### src/rtl/conv_window_ctrl_pkg.sv
// Shared types and constants for the 3x3 convolution window sequencer.
//   PIX_W   : pixel / result width
//   KSIZE   : kernel edge length
//   WIN_N   : window element count
//   win_t   : packed 3x3 window, element 0 = A11 (top-left), row-major
//   state_t : frame sequencer states
//   win_shift : shift a window left one column and insert a new right column
package conv_pkg;

    localparam int unsigned PIX_W = 8;
    localparam int unsigned KSIZE = 3;
    localparam int unsigned WIN_N = KSIZE * KSIZE;

    typedef logic [WIN_N-1:0][PIX_W-1:0] win_t;

    typedef enum logic [1:0] {
        IDLE,
        RUN,
        FLUSH
    } state_t;

    // New right column is {top, mid, bot}; left column falls off.
    function automatic win_t win_shift(input win_t w,
                                       input logic [PIX_W-1:0] top,
                                       input logic [PIX_W-1:0] mid,
                                       input logic [PIX_W-1:0] bot);
        win_t n;
        n = w;
        for (int unsigned r = 0; r < KSIZE; r++) begin
            for (int unsigned c = 0; c < KSIZE - 1; c++) begin
                n[r*KSIZE + c] = w[r*KSIZE + c + 1];
            end
        end
        n[KSIZE-1]         = top;
        n[2*KSIZE-1]       = mid;
        n[KSIZE*KSIZE-1]   = bot;
        return n;
    endfunction

endpackage

### src/rtl/conv_window_ctrl_if.sv
// Bus bundle for conv_window_ctrl.
//   start_i/busy_o/done_o              : frame control
//   pix_valid_i/pix_ready_o/pix_data_i : raster pixel stream in
//   win_o/conv_b_i                     : window out to conv, result back
//   res_valid_o/res_ready_i/res_data_o : result stream out
// slave = the controller's view, master = the environment's view.
interface conv_window_ctrl_if;
    import conv_pkg::*;

    logic             start_i;
    logic             busy_o;
    logic             done_o;
    logic             pix_valid_i;
    logic             pix_ready_o;
    logic [PIX_W-1:0] pix_data_i;
    win_t             win_o;
    logic [PIX_W-1:0] conv_b_i;
    logic             res_valid_o;
    logic             res_ready_i;
    logic [PIX_W-1:0] res_data_o;

    modport slave (
        input  start_i, pix_valid_i, pix_data_i, conv_b_i, res_ready_i,
        output busy_o, done_o, pix_ready_o, win_o, res_valid_o, res_data_o
    );

    modport master (
        output start_i, pix_valid_i, pix_data_i, conv_b_i, res_ready_i,
        input  busy_o, done_o, pix_ready_o, win_o, res_valid_o, res_data_o
    );

endinterface

### src/rtl/conv_window_ctrl_linebuf.sv
// Two-row line buffer for the window builder.
//   clk   : clock
//   addr  : shared column address
//   we    : write enable (one pixel accepted)
//   wdata : incoming pixel, written into row buffer 0
//   rd0   : lb0[addr], the previous row (combinational read)
//   rd1   : lb1[addr], two rows back (combinational read)
// On a write the old lb0 entry moves down into lb1, so both buffers advance
// by one row at the same column. Contents are not reset.
module conv_linebuf
    import conv_pkg::*;
#(
    parameter int unsigned IMG_W = 28
) (
    input  logic                                 clk,
    input  logic [((IMG_W > 1) ? $clog2(IMG_W) : 1)-1:0] addr,
    input  logic                                 we,
    input  logic [PIX_W-1:0]                     wdata,
    output logic [PIX_W-1:0]                     rd0,
    output logic [PIX_W-1:0]                     rd1
);

    logic [PIX_W-1:0] lb0_q [IMG_W];
    logic [PIX_W-1:0] lb1_q [IMG_W];

    assign rd0 = lb0_q[addr];
    assign rd1 = lb1_q[addr];

    always_ff @(posedge clk) begin
        if (we) begin
            lb1_q[addr] <= lb0_q[addr];
            lb0_q[addr] <= wdata;
        end
    end

endmodule

### src/rtl/conv_window_ctrl.sv
// Frame sequencer feeding an external combinational 3x3 conv unit.
//   clk, rst : clock, synchronous active-high reset
//   bus      : conv_window_ctrl_if.slave (frame control, pixel stream,
//              window/conv result, registered result stream)
// Builds 3x3 windows from a raster pixel stream using two line buffers,
// registers the conv result and emits (IMG_W-2)*(IMG_H-2) results per frame.
module conv_window_ctrl
    import conv_pkg::*;
#(
    parameter int unsigned IMG_W = 28,
    parameter int unsigned IMG_H = 28
) (
    input  logic                clk,
    input  logic                rst,
    conv_window_ctrl_if.slave   bus
);

    localparam int unsigned CW = (IMG_W > 1) ? $clog2(IMG_W) : 1;
    localparam int unsigned RW = (IMG_H > 1) ? $clog2(IMG_H) : 1;

    state_t           state_q, state_d;
    logic [CW-1:0]    col_q, col_d;
    logic [RW-1:0]    row_q, row_d;
    win_t             win_q, win_d;
    logic             win_vld_q, win_vld_d;
    logic             res_valid_q, res_valid_d;
    logic [PIX_W-1:0] res_data_q, res_data_d;

    logic             adv;
    logic             pix_ready;
    logic             accept;
    logic             last_col;
    logic             last_row;
    logic             res_hs;
    logic             frame_done;
    logic [PIX_W-1:0] lb_rd0;
    logic [PIX_W-1:0] lb_rd1;

    conv_linebuf #(
        .IMG_W (IMG_W)
    ) u_linebuf (
        .clk   (clk),
        .addr  (col_q),
        .we    (accept),
        .wdata (bus.pix_data_i),
        .rd0   (lb_rd0),
        .rd1   (lb_rd1)
    );

    // The window stage may advance when it is empty or its result can move
    // into the result slot this cycle (slot empty or being drained).
    assign adv        = !win_vld_q || !res_valid_q || bus.res_ready_i;
    assign pix_ready  = (state_q == RUN) && adv;
    assign accept     = bus.pix_valid_i && pix_ready;
    assign last_col   = (col_q == CW'(IMG_W - 1));
    assign last_row   = (row_q == RW'(IMG_H - 1));
    assign res_hs     = res_valid_q && bus.res_ready_i;
    assign frame_done = (state_q == FLUSH) && !win_vld_q && res_hs;

    always_comb begin
        state_d     = state_q;
        col_d       = col_q;
        row_d       = row_q;
        win_d       = win_q;
        win_vld_d   = win_vld_q;
        res_valid_d = res_valid_q;
        res_data_d  = res_data_q;

        case (state_q)
            IDLE: begin
                if (bus.start_i) begin
                    state_d = RUN;
                    col_d   = '0;
                    row_d   = '0;
                end
            end
            RUN: begin
                if (accept && last_col && last_row) begin
                    state_d = FLUSH;
                end
            end
            FLUSH: begin
                if (frame_done) begin
                    state_d = IDLE;
                end
            end
            default: state_d = IDLE;
        endcase

        if (accept) begin
            win_d     = win_shift(win_q, lb_rd1, lb_rd0, bus.pix_data_i);
            // Windows straddling a row wrap or the top rows are junk.
            win_vld_d = (row_q >= RW'(2)) && (col_q >= CW'(2));
            if (last_col) begin
                col_d = '0;
                row_d = last_row ? '0 : row_q + RW'(1);
            end else begin
                col_d = col_q + CW'(1);
            end
        end else if (adv) begin
            win_vld_d = 1'b0;
        end

        // Capture uses the current window, so a same-cycle pixel accept that
        // replaces the window is safe.
        if (win_vld_q && adv) begin
            res_data_d  = bus.conv_b_i;
            res_valid_d = 1'b1;
        end else if (bus.res_ready_i) begin
            res_valid_d = 1'b0;
        end
    end

    always_ff @(posedge clk) begin
        if (rst) begin
            state_q     <= IDLE;
            col_q       <= '0;
            row_q       <= '0;
            win_q       <= '0;
            win_vld_q   <= 1'b0;
            res_valid_q <= 1'b0;
            res_data_q  <= '0;
        end else begin
            state_q     <= state_d;
            col_q       <= col_d;
            row_q       <= row_d;
            win_q       <= win_d;
            win_vld_q   <= win_vld_d;
            res_valid_q <= res_valid_d;
            res_data_q  <= res_data_d;
        end
    end

    assign bus.busy_o      = (state_q != IDLE);
    assign bus.done_o      = frame_done;
    assign bus.pix_ready_o = pix_ready;
    assign bus.win_o       = win_q;
    assign bus.res_valid_o = res_valid_q;
    assign bus.res_data_o  = res_data_q;

endmodule

### src/flat_wrapper.sv
// flat-port wrapper written by rule: the top's interface ports become plain ports
module conv_window_ctrl_flat import conv_pkg::*;
#(
    parameter int unsigned IMG_W = 28,
    parameter int unsigned IMG_H = 28
)
  (clk, rst, bus_start_i, bus_pix_valid_i, bus_pix_data_i, bus_conv_b_i, bus_res_ready_i, bus_busy_o, bus_done_o, bus_pix_ready_o, bus_win_o, bus_res_valid_o, bus_res_data_o);
  conv_window_ctrl_if bus_i ();
  input  logic clk;
  input  logic rst;
  input wire logic [$bits(bus_i.start_i)-1:0] bus_start_i;
  input wire logic [$bits(bus_i.pix_valid_i)-1:0] bus_pix_valid_i;
  input wire logic [$bits(bus_i.pix_data_i)-1:0] bus_pix_data_i;
  input wire logic [$bits(bus_i.conv_b_i)-1:0] bus_conv_b_i;
  input wire logic [$bits(bus_i.res_ready_i)-1:0] bus_res_ready_i;
  output wire logic [$bits(bus_i.busy_o)-1:0] bus_busy_o;
  output wire logic [$bits(bus_i.done_o)-1:0] bus_done_o;
  output wire logic [$bits(bus_i.pix_ready_o)-1:0] bus_pix_ready_o;
  output wire logic [$bits(bus_i.win_o)-1:0] bus_win_o;
  output wire logic [$bits(bus_i.res_valid_o)-1:0] bus_res_valid_o;
  output wire logic [$bits(bus_i.res_data_o)-1:0] bus_res_data_o;
  assign bus_i.start_i = bus_start_i;
  assign bus_i.pix_valid_i = bus_pix_valid_i;
  assign bus_i.pix_data_i = bus_pix_data_i;
  assign bus_i.conv_b_i = bus_conv_b_i;
  assign bus_i.res_ready_i = bus_res_ready_i;
  assign bus_busy_o = bus_i.busy_o;
  assign bus_done_o = bus_i.done_o;
  assign bus_pix_ready_o = bus_i.pix_ready_o;
  assign bus_win_o = bus_i.win_o;
  assign bus_res_valid_o = bus_i.res_valid_o;
  assign bus_res_data_o = bus_i.res_data_o;
  conv_window_ctrl #(.IMG_W(IMG_W), .IMG_H(IMG_H)) u_core (.clk(clk), .rst(rst), .bus(bus_i));
endmodule
### config.mk
export PLATFORM = sky130hd
export DESIGN_NAME = conv_window_ctrl_flat
export DESIGN_NICKNAME = d
export VERILOG_FILES = /design/src/rtl/conv_window_ctrl_pkg.sv /design/src/rtl/conv_window_ctrl_if.sv /design/src/rtl/conv_window_ctrl_linebuf.sv /design/src/rtl/conv_window_ctrl.sv /design/src/flat_wrapper.sv
export SDC_FILE = /design/constraint.sdc
export NUM_CORES = 1
export LEC_CHECK = 0
export BUFFER_PORTS_ARGS = -buffer_cell sky130_fd_sc_hd__clkbuf_2
export CAP_MARGIN = 20
export CORE_MARGIN = 8
export CORE_UTILIZATION = 53
export CTS_BUF_LIST = sky130_fd_sc_hd__clkbuf_8
export DETAILED_ROUTE_END_ITERATION = 16
export GPL_ROUTABILITY_DRIVEN = 0
export GPL_TIMING_DRIVEN = 0
export PLACE_DENSITY = 0.78
export SYNTH_ARGS = -nofsm -noshare
export SYNTH_HDL_FRONTEND = slang
export SYNTH_SLANG_ARGS = --single-unit
### constraint.sdc
create_clock -name clk -period 3.8 [get_ports clk]
set_input_delay 0.38 -clock clk [delete_from_list [all_inputs] [get_ports clk]]
set_output_delay 0.38 -clock clk [all_outputs]
set_load 0.02 [all_outputs]
## Word-level counts from Yosys, hierarchy flattened

Memory sizes are Yosys's and may differ from the RTL's. A register that Yosys moved wholly into a read port is not among the register bits.
Cells that the tools add are included.

| storage, ports and cells | value |
|---|---|
| RAM bits | 448 |
| bits in latches | 0 |
| ROM bits | 0 |
| memories kept | 2 |
| register bits | 86 |
| word-level logic and storage cells | 69 |

| cells by class | value |
|---|---|
| multiplexer cells | 21 |
| multiply operators | 0 |
| reduce and logical (&&, ||, !) cells | 21 |
| $add $sub $neg | 2 |
| equality and inequality tests | 7 |
| divide/modulo/power cells | 0 |
| shifts and indexed selects | 0 |
| $lt $le $gt $ge | 2 |
| bitwise operators | 0 |

Memory list:

| memory | depth | width | read ports | clocked after memory_dff | write ports | RTL line | RTL |
|---|---|---|---|---|---|---|---|
| u_core.u_linebuf.lb0_q | 28 | 8 | 1 | 1 | 1 | conv_window_ctrl_linebuf.sv:23 | `logic [PIX_W-1:0] lb0_q [IMG_W];` |
| u_core.u_linebuf.lb1_q | 28 | 8 | 1 | 1 | 1 | conv_window_ctrl_linebuf.sv:24 | `logic [PIX_W-1:0] lb1_q [IMG_W];` |

Operators by type and width:

| operator | number |
|---|---|
| $mux 5 | 11 |
| $add 5x1->5 const B | 2 |
| $eq 5x5->1 const B | 2 |
| $ge 5x2->1 const B | 2 |
| $reduce_bool 2->1 | 5 |
| $logic_and 1x1->1 | 9 |
| $mux 1 | 6 |
| $mux 2 | 3 |
| $ne 2x2->1 const B | 3 |
| $pmux 2 s3 | 1 |
| $reduce_and 3->1 | 1 |
| $eq 2x1->1 const B | 1 |
| $eq 2x2->1 const B | 1 |
| $logic_not 1->1 | 2 |
| $logic_not 2->1 | 1 |
| $logic_or 1x1->1 | 2 |
| $reduce_and 2->1 | 1 |

## Longest topological paths before layout

Gate-level depths: netlist of run 1.

| depth | value |
|---|---|
| word-level depth | 9 |
| gate-level depth with buffers | 9 |
| gate-level depth less buffers | 7 |

## By module

A second synthesis of run 1 with hierarchy kept.

| unflattened totals | value |
|---|---|
| cells, all modules | 1,404 |
| area, all modules | 21,177.8 sq um |

Modules (own cells, without submodules):

| module | cells each | area an instance (sq um) | times used |
|---|---|---|---|
| conv_linebuf | 969 | 17,609.4 | 1 |
| conv_window_ctrl | 435 | 3,568.4 | 1 |

## Worst setup path before layout of run 1

Ideal clock, no wire load.

| path | value |
|---|---|
| path type | register to register |
| start point | register u_core.col_q[0] |
| end point | memory u_core.u_linebuf.lb0_q[26][0], enable pin |
| required time | 3.391 ns |
| setup slack | 0.981 ns |
| setup time | 0.409 ns |
| stages on the path, launching flop included | 9 |
| buffers on the path | 4 |
| arrival time | 2.410 ns |
| cells stage by stage | dfxtp_1 buf_6 buf_12 buf_12 buf_2 inv_1 ha_1 nand2_1 nor3_1 |

RTL lines:

| element | RTL line | RTL |
|---|---|---|
| from (decl) | conv_window_ctrl.sv:22 | `logic [CW-1:0] col_q, col_d;` |
| from (signal assigned) | conv_window_ctrl.sv:125 | `col_q <= col_d;` |
| to (decl) | conv_window_ctrl_linebuf.sv:23 |  |

Straight into the memory's write port.

## Worst setup path in the final report of run 1

| path | value |
|---|---|
| start point | register u_core.state_q[1] |
| end point | memory u_core.u_linebuf.lb0_q[25][4], enable pin |

| between the ends | value |
|---|---|
| word-level cells in the longest chain between the ends | 5 |

Ends and longest elaborated chain:

| element | RTL line | RTL |
|---|---|---|
| from (decl) | conv_window_ctrl.sv:21 | `state_t state_q, state_d;` |
| from (signal assigned) | conv_window_ctrl.sv:124 | `state_q <= state_d;` |
| $eq 2x1->1 | conv_window_ctrl.sv:53 | `assign pix_ready = (state_q == RUN) && adv;` |
| $logic_and 1x1->1 | conv_window_ctrl.sv:53 |  |
| $logic_and 1x1->1 | conv_window_ctrl.sv:54 | `assign accept = bus.pix_valid_i && pix_ready;` |
| $mux 1 | conv_window_ctrl_linebuf.sv:30 | `if (we) begin` |
| $mux 1 (implied by the code) | conv_window_ctrl_linebuf.sv:32 | `lb0_q[addr] <= wdata;` |

Every way passes these cells.

==> metrics, run 1 <==
Slew headroom about half; Cell Area, Placed ~23,000 µm²; Max Clock Skew about 0.045 ns; met3 routed WL between 5 and 6 mm; Reg2Reg Setup Slack between 0.9 and 1 ns; top_reg_cell synth edfxtp_1; DRC 0; HP Start bus_conv_b_i[1]; cells along the critical path and2b_1, and3_1, buf_2, buf_2, nand2_1, nor3_2, buf_6; Die X 216.2 µm; total track usage between 20% and 30%; delay-heaviest family, CP simple AND/OR/NAND/NOR gates; I/O pins about 110; hold slack roughly 0.027 ns; max layer used met4; met1 wire length just over 20 mm; Worst R2R Path Depth 7; synth unique cells 61; Startpoint Class flop; met2 wire len about 25 mm; clk buf depth 3; CP arrival 3.20 ns; drt via density 5.964; DP HPWL approximately 35 mm; Nets roughly 1.6k; non-filler cells, final between 2k and 2.5k; EDFF count, synth around 450; slowest cell on the critical path nor3_2; CORE AREA just under 40,000 µm²; # diodes 0; Initial Utilization 53.59%; leakage power approximately 8.1 nW; WS Path Type flop to flop; die area 46,750 µm²; power per cell area roughly 480 nW/µm²; drt pass-1 iters 6; slowest stage delay, CP between 0.6 and 0.7 ns; R2R Path Start u_core.state_q[1]; Detailed Route Iter0 Violations around 1.5k; GRT overflow 0; Post-Syn Nets ~1.4k; Hold Path Sink u_core.bus.res_data_o[1]; CP bufs+invs 3; Worst-path clk slew 0.06 ns; largest net degree at the start of global routing 30; clock root buffer clkbuf_8; WL per Instance 24.22 µm; FFs w/ async S/R, synth 0%; die height approximately 220 µm; Yosys reg bits 547; fin util between 60% and 70%; post-route minimum period around 2.9 ns; vias in the first global route 13.25k; Routed WL 52.54 mm; max-cap violations 0; CTS buffer count slightly above 80; Placed Cells between 2k and 2.5k; global-route wire length before repair around 80 mm; status finished, final reports clean; share of cells above drive strength 1 roughly 22%; type of the most critical hold path input port to flop; vias post-DR between 10k and 15k; Fillers roughly 2.7k; fmax between 300 and 400 MHz; Mapped Cells 1,351; initial antenna violation count 0; Worst-Skew Late Latency between 0.6 and 0.7 ns; Reg-to-Reg End u_core.u_linebuf.lb0_q[25][4]; hold path depth 3; PortBufs 103; final hold violation count 0; endpoints failing setup 0; layout overhead on the synthesized area 17.07%; H-tree levels 3; Post-Syn Area per Cell roughly 16 µm²; maximum VDD drop 0.2433 mV; CTS tree yes; Mapped Area approximately 21,000 µm²; Finished Cell Area roughly 25,000 µm²; Synth warnings 0; sequential element share of the synthesized area ~73%; row count 73; Least-Margin Pin Slew around 0.76 ns; Critical Path Sink Type flop; RSZ-0062 raised after global routing false; Routed Antenna Nets 0; max-slew violations 0; final period utilization 75.84%; clk sinks around 550; Critical Path RT 4.11 ns; most frequent CP cell buf_2; Crit Path Max Fanout 10; post-CTS sizing 0
metrics by stage:
step           TNS, ns  power (mW)  worst slack, ns
2_1_floorplan        0       6.892           0.9810
3_3_place_gp    -7.383       7.060          -0.2591
3_5_place_dp         0       7.109           0.8930
4_1_cts              0       11.86           0.9837
6_report             0       11.82           0.9183
5_1_grt              0       12.16           0.8188
placed cells by master (no fill, tap or decap), types with 10 or more instances in the layout:
| cell | instances |
|---|---|
| a21oi_1 | 88 |
| a22o_1 | 16 |
| a22oi_1 | 57 |
| buf_16 | 10 |
| buf_2 | 12 |
| buf_4 | 12 |
| buf_6 | 20 |
| buf_8 | 21 |
| clkbuf_1 | 26 |
| clkbuf_2 | 103 |
| clkbuf_8 | 84 |
| clkinv_1 | 20 |
| dfxtp_1 | 99 |
| edfxtp_1 | 448 |
| inv_1 | 31 |
| mux2i_1 | 178 |
| mux4_2 | 27 |
| nand2_1 | 133 |
| nor2_1 | 40 |
| nor2_2 | 27 |
| nor2b_1 | 10 |
| nor3_1 | 10 |
flip-flops by register name, summed over array words and instances (netlist names), named ones only:
register                flops
u_core.col_q                5
u_core.state_q              2
u_core.bus.win_o           72
u_core.u_linebuf.lb1_q    224
u_core.win_vld_q            1
u_core.bus.res_data_o       8
u_core.row_q                5
u_core.bus.res_valid_o      1
u_core.u_linebuf.lb0_q    224
how the worst max path moves through the flow:
stage	slack, ns	from	end	depth (start not counted)
after floorplan	0.98	u_core.col_q[0]	u_core.u_linebuf.lb0_q[26][0]	8
after global routing	0.82	u_core.state_q[1]	u_core.u_linebuf.lb0_q[25][7]	7
after global placement	-0.26	bus_res_ready_i	u_core.u_linebuf.lb0_q[25][4]	7
final	0.92	u_core.state_q[1]	u_core.u_linebuf.lb0_q[25][4]	7
after CTS	0.98	u_core.state_q[1]	u_core.u_linebuf.lb0_q[25][4]	7
after detailed placement	0.89	bus_res_ready_i	u_core.u_linebuf.lb0_q[25][0]	8
layer usage:
metal  GRT usage [%]  up-vias
li1                -     5679
met1           28.70     6360
met2           35.68      752
met3           5.460      144
met4           9.107        0
met5               0        -
synth_stat cells (8+ instances only):
cell type | count | area [µm²]
nor2b_1 | 10 | 62.56
mux4_2 | 27 | 608.1
buf_4 | 12 | 90.09
a21oi_1 | 88 | 440.4
nand3_1 | 9 | 45.04
a22o_1 | 16 | 140.1
nor2_1 | 64 | 240.2
buf_2 | 12 | 60.06
mux2i_1 | 178 | 1782
nor3_2 | 8 | 80.08
nor3_1 | 13 | 65.06
buf_6 | 14 | 157.7
clkbuf_1 | 26 | 97.59
a22oi_1 | 57 | 427.9
inv_1 | 9 | 33.78
a31oi_1 | 9 | 56.30
edfxtp_1 | 448 | 13450
dfxtp_1 | 99 | 1982
o22ai_1 | 9 | 56.30
nand2_1 | 133 | 499.2
worst min-delay path, cell delays in order:
cell and delay [ns]:
clkbuf_2 0.08, mux2i_1 0.06, nor2_1 0.09
area by class of cell:
type	count	area, µm²	share of cell area, %
plain buffers	77	516.7	2.078
clock inverters	65	485.5	1.952
flip-flops and latches	547	15430	62.06
repair buffers	144	1204	4.839
multi-input cells	717	5380	21.63
inverters	10	37.54	0.1509
clock buffers	84	1156	4.648
well taps	525	656.9	2.641
cells by family after synthesis:
| group | share of synthesized area, % |
|---|---|
| AO/OA/AOI/OAI | 6.867 |
| flip-flops | 72.65 |
| adder cells (fa/ha/maj) | 0.3534 |
| multiplexers | 11.25 |
| buffers and inverters | 2.609 |
| AND/OR/NAND/NOR | 6.267 |
timing repair:
item / CTS / global route
endpoints found under the hold margin: 6 / 0
hold buffers: 6 / 0
setup buffers: 0 / 0
power by group:
group | internal (mW) | switching (mW) | total [mW] | leakage [nW]
Combinational | 0.139 | 0.305 | 0.444 | 2.39
Clock | 2.56 | 2.27 | 4.83 | 0.919
Sequential | 6.52 | 0.0255 | 6.55 | 4.83
Note: power is estimated with default switching activity, not from simulation.
==> run 2, diff against run 1 <==
==> constraint.sdc (replaced) <==
create_clock -name clk -period 2.8 [get_ports clk]
set_input_delay 0.28 -clock clk [delete_from_list [all_inputs] [get_ports clk]]
set_output_delay 0.28 -clock clk [all_outputs]
set_load 0.02 [all_outputs]
==> run 2 against run 1 <==
The run now ends with negative setup slack left. Via count is 1.0% higher. Non-clock buffer count grew 8. Clock power rose by 36%. Largest cell class unchanged. Largest power group unchanged.
==> metrics, run 2 (synthesis gave the netlist of run 1 again) <==
slowest cell on the critical path nor2_2 (was nor3_2); slowest stage delay, CP 0.69 ns (about the same); Least-Margin Pin Slew 0.8187 ns (was 0.7647 ns); Nets 1,614 (was 1,606); Worst-Skew Late Latency 0.64 ns (was 0.65 ns); PortBufs 103 (unchanged); drt pass-1 iters 5 (was 6); Reg2Reg Setup Slack -0.07 ns (was 0.92 ns); clock share of power 40.9% (was 40.8%); global-route wire length before repair 77.89 mm (was 79.50 mm); cells along the critical path and2b_1, and3_1, buf_2, buf_2, nand2_1, nor2_2, buf_8 (was and2b_1, and3_1, buf_2, buf_2, nand2_1, nor3_2, buf_6); hold slack 0.2335 ns (was 0.02696 ns); CTS buffer count 82 (unchanged); Tot Pwr 16.10 mW (was 11.82 mW); Startpoint Class flop (unchanged); endpoints failing setup 39 (was 0); row count 73 (unchanged); DRC 0 (unchanged); die area 46,750 µm² (unchanged); Fillers 2,637 (was 2,712); hold path depth 4 (was 3); H-tree levels 3 (unchanged); total negative slack -0.9158 ns (was 0 ns); GRT overflow 0 (unchanged); Seq pwr share 55.2% (was 55.4%); total track usage 21.87% (was 22.18%); Storage cell area 15,430 µm² (unchanged); Crit Path Max Fanout 10 (unchanged); Initial Utilization 53.59% (unchanged); type of the most critical hold path input port to flop (unchanged); R2R Path Start u_core.state_q[1] (unchanged); Critical Path RT 3.13 ns (was 4.11 ns); final period utilization 102.5% (was 75.84%); CP bufs+invs 3 (unchanged); die height 216.2 µm (unchanged); Detailed Route Iter0 Violations 1,525 (was 1,545); setup ws final -0.07056 ns (was 0.9183 ns); clk buf depth 3 (unchanged); HP Start bus_pix_valid_i (was bus_conv_b_i[1]); initial antenna violation count 0 (unchanged); multi-input logic area 5434 µm² (was 5380 µm²); CORE AREA 39,640 µm² (unchanged); vias in the first global route 12.92k (was 13.25k); layout overhead on the synthesized area 17.87% (was 17.07%); # diodes 0 (unchanged); internal power 12.58 mW (was 9.226 mW); Reg-to-Reg End u_core.u_linebuf.lb0_q[17][1] (was u_core.u_linebuf.lb0_q[25][4]); Net Sw Power 3.516 mW (was 2.596 mW); most frequent CP cell buf_2 (unchanged); maximum VDD drop 0.3480 mV (was 0.2433 mV); Die X 216.2 µm (unchanged); share of cells above drive strength 1 22.90% (was 22.14%); max-slew violations 0 (unchanged); CP Launch Point u_core.state_q[1] (unchanged); post-route minimum period 2.871 ns (was 2.882 ns); Max Clock Skew 0.02586 ns (was 0.04479 ns); fin util 63.17% (was 62.74%); commonest non-fill, non-tap cell in the layout edfxtp_1 (unchanged); Routed Antenna Nets 0 (unchanged); RSZ-0062 raised after global routing true (was false); failing checks negative setup slack; vias post-DR 13.07k (was 12.94k); sw frac 21.84% (was 21.96%); clock root buffer clkbuf_8 (unchanged); Worst-path clk slew 0.06 ns (about the same); DP Worst Slack -0.1498 ns (was 0.8930 ns); WL per Instance 24.22 µm (about the same); Placed Cells 2,013 (was 2,014); leakage power 8.194 nW (was 8.131 nW); most frequent cells in the layout edfxtp_1 (448), mux2i_1 (178), nand2_1 (133), clkbuf_2 (103), dfxtp_1 (99) (unchanged); WS Path Type flop to flop (unchanged); Worst R2R Path Depth 7 (unchanged); delay-heaviest family, CP simple AND/OR/NAND/NOR gates (unchanged); fmax 348.4 MHz (was 347.0 MHz); final hold violation count 0 (unchanged); Routed WL 52.80 mm (was 52.54 mm); status finished with violations (was finished, final reports clean); DP HPWL 35.30 mm (was 35.41 mm); non-filler cells, final 2,180 (was 2,169); largest net degree at the start of global routing 30 (unchanged); I/O pins 105 (unchanged); Finished Cell Area 25,040 µm² (was 24,870 µm²); Comb power frac 3.9% (was 3.8%); CTS tree yes (unchanged); power per cell area 642.9 nW/µm² (was 475.3 nW/µm²); Slew headroom 45.00% (was 48.74%); Critical Path Sink Type flop (unchanged); CP arrival 3.20 ns (about the same); WP depth 7 (unchanged); Cell Area, Placed 23,150 µm² (was 23,170 µm²); clk sinks 547 (unchanged); Hold Path Sink u_core.row_q[1] (was u_core.bus.res_data_o[1]); drt via density 5.994 (was 5.964); max-cap violations 0 (unchanged)
-- run 2: cell count changes in the layout (fill, tap and decap cells not counted), moves of 4 or more --
| cell | before | now |
|---|---|---|
| dlygate4sd3_1 | 6 | 10 |
| nor2_4 | 0 | 7 |
| clkinv_1 | 20 | 16 |
| clkbuf_8 | 84 | 89 |
| buf_8 | 21 | 25 |
| nor2_2 | 27 | 20 |
| clkinv_2 | 9 | 15 |
-- run 2: cell type report --
| cell class | count | share of cell area (%) |
|---|---|---|
| flip-flops and latches | 547 | 61.64 |
| inverters | 10 | 0.1499 |
| multi-input cells | 717 | 21.70 |
| well taps | 525 | 2.623 |
| clock buffers | 89 | 4.892 |
| plain buffers | 76 | 2.049 |
| repair buffers | 153 | 5.181 |
| clock inverters | 63 | 1.769 |
-- run 2: worst max path at each step --
stage / end / slack (ns)
6_report: u_core.u_linebuf.lb0_q[17][1] / -0.07
3_5_place_dp: u_core.u_linebuf.lb1_q[13][3] / -0.15
2_1_floorplan: u_core.u_linebuf.lb0_q[24][0] / 0.003
5_1_grt: u_core.u_linebuf.lb1_q[8][1] / -0.13
4_1_cts: u_core.u_linebuf.lb0_q[20][1] / 0.04
3_3_place_gp: u_core.u_linebuf.lb0_q[25][4] / -1.30
-- run 2: layer usage --
metal  routed length (µm)  up-vias  track usage [%]
li1                     -     5704                -
met1                19790     6414            27.43
met2                25120      807            35.03
met3                 5756      141            6.142
met4                 2130        0            10.17
met5                    0        -                0
-- run 2: power by group through the flow --
stage / Clock, mW / Combinational [mW] / Sequential, mW
2_1_floorplan: 0 / 0.273 / 9.08
3_3_place_gp: 0 / 0.522 / 9.06
3_5_place_dp: 0 / 0.597 / 9.06
4_1_cts: 6.64 / 0.612 / 8.89
5_1_grt: 7.00 / 0.672 / 8.89
6_report: 6.58 / 0.635 / 8.89
-- run 2: repair_timing --
item / 4_1_cts / 5_1_grt
gates resized for setup: 4 / 5
setup endpoints to repair: 96 / 145
setup buffers: 2 / 4
hold buffers: 10 / 0
pin swaps: 1 / 3
hold endpoints to repair: 10 / 0
-- run 2: worst min-delay path, cell delays in order --
cell and delay, ns:
clkbuf_2 0.10, nand4_1 0.23, a31oi_1 0.12, nor2_1 0.08
==> run 3, diff against run 2 <==
--- a/config.mk
+++ b/config.mk
@@ -13,6 +13,8 @@
 export DETAILED_ROUTE_END_ITERATION = 16
 export GPL_ROUTABILITY_DRIVEN = 0
 export GPL_TIMING_DRIVEN = 0
+export HOLD_SLACK_MARGIN = 0.08
+export MAX_ROUTING_LAYER = met4
 export PLACE_DENSITY = 0.78
 export SYNTH_ARGS = -nofsm -noshare
 export SYNTH_HDL_FRONTEND = slang
==> run 3 against run 2 <==
The flow still finishes with violations (negative setup slack). Wire length rose by 0.24%. Sequential power barely moved. Sequential cell count is the same. Count of clock-buffer cells in the layout did not move. Critical endpoint is now u_core.u_linebuf.lb1_q[8][1].
==> metrics, run 3 (synthesis gave the netlist of run 1 again) <==
status finished with violations (unchanged); failing checks negative setup slack (unchanged); type of the most critical hold path input port to flop (unchanged); vias post-DR 13.06k (was 13.07k); clk buf depth 3 (unchanged); DP HPWL 35.30 mm (unchanged); Worst-path clk slew 0.07 ns (was 0.06 ns); power per cell area 643.0 nW/µm² (was 642.9 nW/µm²); RSZ-0062 raised after global routing true (unchanged); Critical Path Sink Type flop (unchanged); die area 46,750 µm² (unchanged); Least-Margin Pin Slew 0.7988 ns (was 0.8187 ns); vias in the first global route 12.91k (was 12.92k); Worst R2R Path Depth 9 (was 7); Routed WL 52.92 mm (was 52.80 mm); CP arrival 3.18 ns (was 3.20 ns); Reg-to-Reg End u_core.u_linebuf.lb1_q[8][1] (was u_core.u_linebuf.lb0_q[17][1]); die height 216.2 µm (unchanged); maximum VDD drop 0.3447 mV (was 0.3480 mV); hold path depth 4 (unchanged); CTS tree yes (unchanged); clock root buffer clkbuf_8 (unchanged); leakage power 8.194 nW (about the same); Startpoint Class flop (unchanged); endpoints failing setup 31 (was 39); drt pass-1 iters 5 (unchanged); internal power 12.58 mW (unchanged); WL per Instance 24.28 µm (was 24.22 µm); Detailed Route Iter0 Violations 1,660 (was 1,525); WS Path Type flop to flop (unchanged); Tot Pwr 16.10 mW (about the same); CTS buffer count 82 (unchanged); total track usage 22.50% (was 21.87%); Hold Path Sink u_core.row_q[1] (unchanged); largest net degree at the start of global routing 30 (unchanged); max-slew violations 0 (unchanged); setup ws final -0.05600 ns (was -0.07056 ns); final hold violation count 0 (unchanged); fin util 63.16% (was 63.17%); R2R Path Start u_core.col_q[0] (was u_core.state_q[1]); met1 Use GR 27.35% (was 27.43%); row count 73 (unchanged); GRT met3 Usage 6.114% (was 6.142%); Comb power frac 4.0% (was 3.9%); Seq pwr share 55.2% (about the same); drt via density 5.992 (was 5.994); Crit Path Max Fanout 10 (unchanged); final period utilization 102.0% (was 102.5%); Worst-Skew Late Latency 0.63 ns (was 0.64 ns); CP Launch Point u_core.col_q[0] (was u_core.state_q[1]); post-route minimum period 2.856 ns (was 2.871 ns); Nets 1,614 (unchanged); # diodes 0 (unchanged); global-route wire length before repair 77.91 mm (was 77.89 mm); met2 Usage GRT 35.10% (was 35.03%); Slew headroom 46.34% (was 45.00%); share of cells above drive strength 1 22.90% (unchanged); clock share of power 40.8% (was 40.9%); GRT overflow 0 (unchanged); busiest grt layer met2 (unchanged); initial antenna violation count 0 (unchanged); sw frac 21.84% (about the same); Max Clock Skew 0.02304 ns (was 0.02586 ns); CORE AREA 39,640 µm² (unchanged); commonest non-fill, non-tap cell in the layout edfxtp_1 (unchanged); H-tree levels 3 (unchanged); HP Start bus_pix_valid_i (unchanged); Finished Cell Area 25,040 µm² (about the same); Critical Path RT 3.13 ns (about the same); Die X 216.2 µm (unchanged); clk sinks 547 (unchanged); DRC 0 (unchanged); Routed Antenna Nets 0 (unchanged); layout overhead on the synthesized area 17.85% (was 17.87%); PortBufs 103 (unchanged); fmax 350.1 MHz (was 348.4 MHz); I/O pins 105 (unchanged); most frequent cells in the layout edfxtp_1 (448), mux2i_1 (178), nand2_1 (133), clkbuf_2 (103), dfxtp_1 (99) (unchanged); Cell Area, Placed 23,150 µm² (unchanged); Net Sw Power 3.515 mW (was 3.516 mW); Initial Utilization 53.59% (unchanged); Reg2Reg Setup Slack -0.06 ns (was -0.07 ns); max-cap violations 0 (unchanged)
run 3: power groups by stage:
stage                     sequential (mW)  combinational [mW]  clock [mW]
final                                8.89               0.637        6.58
after global routing                 8.89               0.672        7.00
after CTS                            8.89               0.612        6.64
after detailed placement             9.06               0.597           0
after global placement               9.06               0.522           0
after floorplan                      9.08               0.273           0
run 3: timing repair:
item	CTS	global route
pin swaps	1	3
resized for setup	4	4
setup endpoints to repair	96	145
hold buffers	10	0
buffers inserted	2	4
hold endpoints to repair	11	0
run 3: layer usage:
| layer | vias up | routed length, µm | part of all wire [%] |
|---|---|---|---|
| li1 | 5698 | - | - |
| met1 | 6397 | 20010 | 38 |
| met2 | 827 | 25000 | 47 |
| met3 | 141 | 5678 | 11 |
| met4 | 0 | 2234 | 4.2 |
| met5 | - | 0 | 0 |
run 3: worst max path at each step:
stage	end	depth (start not counted)
after floorplan	u_core.u_linebuf.lb0_q[24][0]	8
after global placement	u_core.u_linebuf.lb0_q[25][4]	7
after detailed placement	u_core.u_linebuf.lb1_q[13][3]	7
after CTS	u_core.u_linebuf.lb0_q[20][1]	9
after global routing	u_core.u_linebuf.lb0_q[18][1]	9
final	u_core.u_linebuf.lb1_q[8][1]	9
run 3: worst max-delay path, cell delays in order (launching register included):
cell     delay, ns
dfxtp_1       0.35
buf_6         0.18
buf_12        0.16
buf_12        0.15
buf_2         0.20
inv_1         0.10
ha_1          0.15
nand2_1       0.33
nor2_2        0.65
buf_6         0.24
run 3: final cells by class:
type / instances / area, µm²
buffer: 76 / 513.0
timing repair buffer: 153 / 1297
sequential: 547 / 15430
inverter: 10 / 37.54
multi-input combinational: 717 / 5429
clock inverter: 63 / 442.9
clock buffer: 89 / 1225
tap: 525 / 656.9
fill: 2637 / 14600
run 3: through the flow:
| step | setup WS [ns] | TNS, ns | std cells | hold slack [ns] |
|---|---|---|---|---|
| final | -0.05600 | -0.8817 | 2180 | 0.2212 |
| after global routing | -0.1207 | -7.338 | 2180 | 0.2626 |
| after CTS | 0.03517 | 0 | 2176 | 0.1928 |
| after detailed placement | -0.1498 | -6.785 | 2013 | 0.4479 |
| after global placement | -1.302 | -348.24 | 1979 | 0.4410 |
| after floorplan | 0.002769 | 0 | 1351 | 0.3789 |
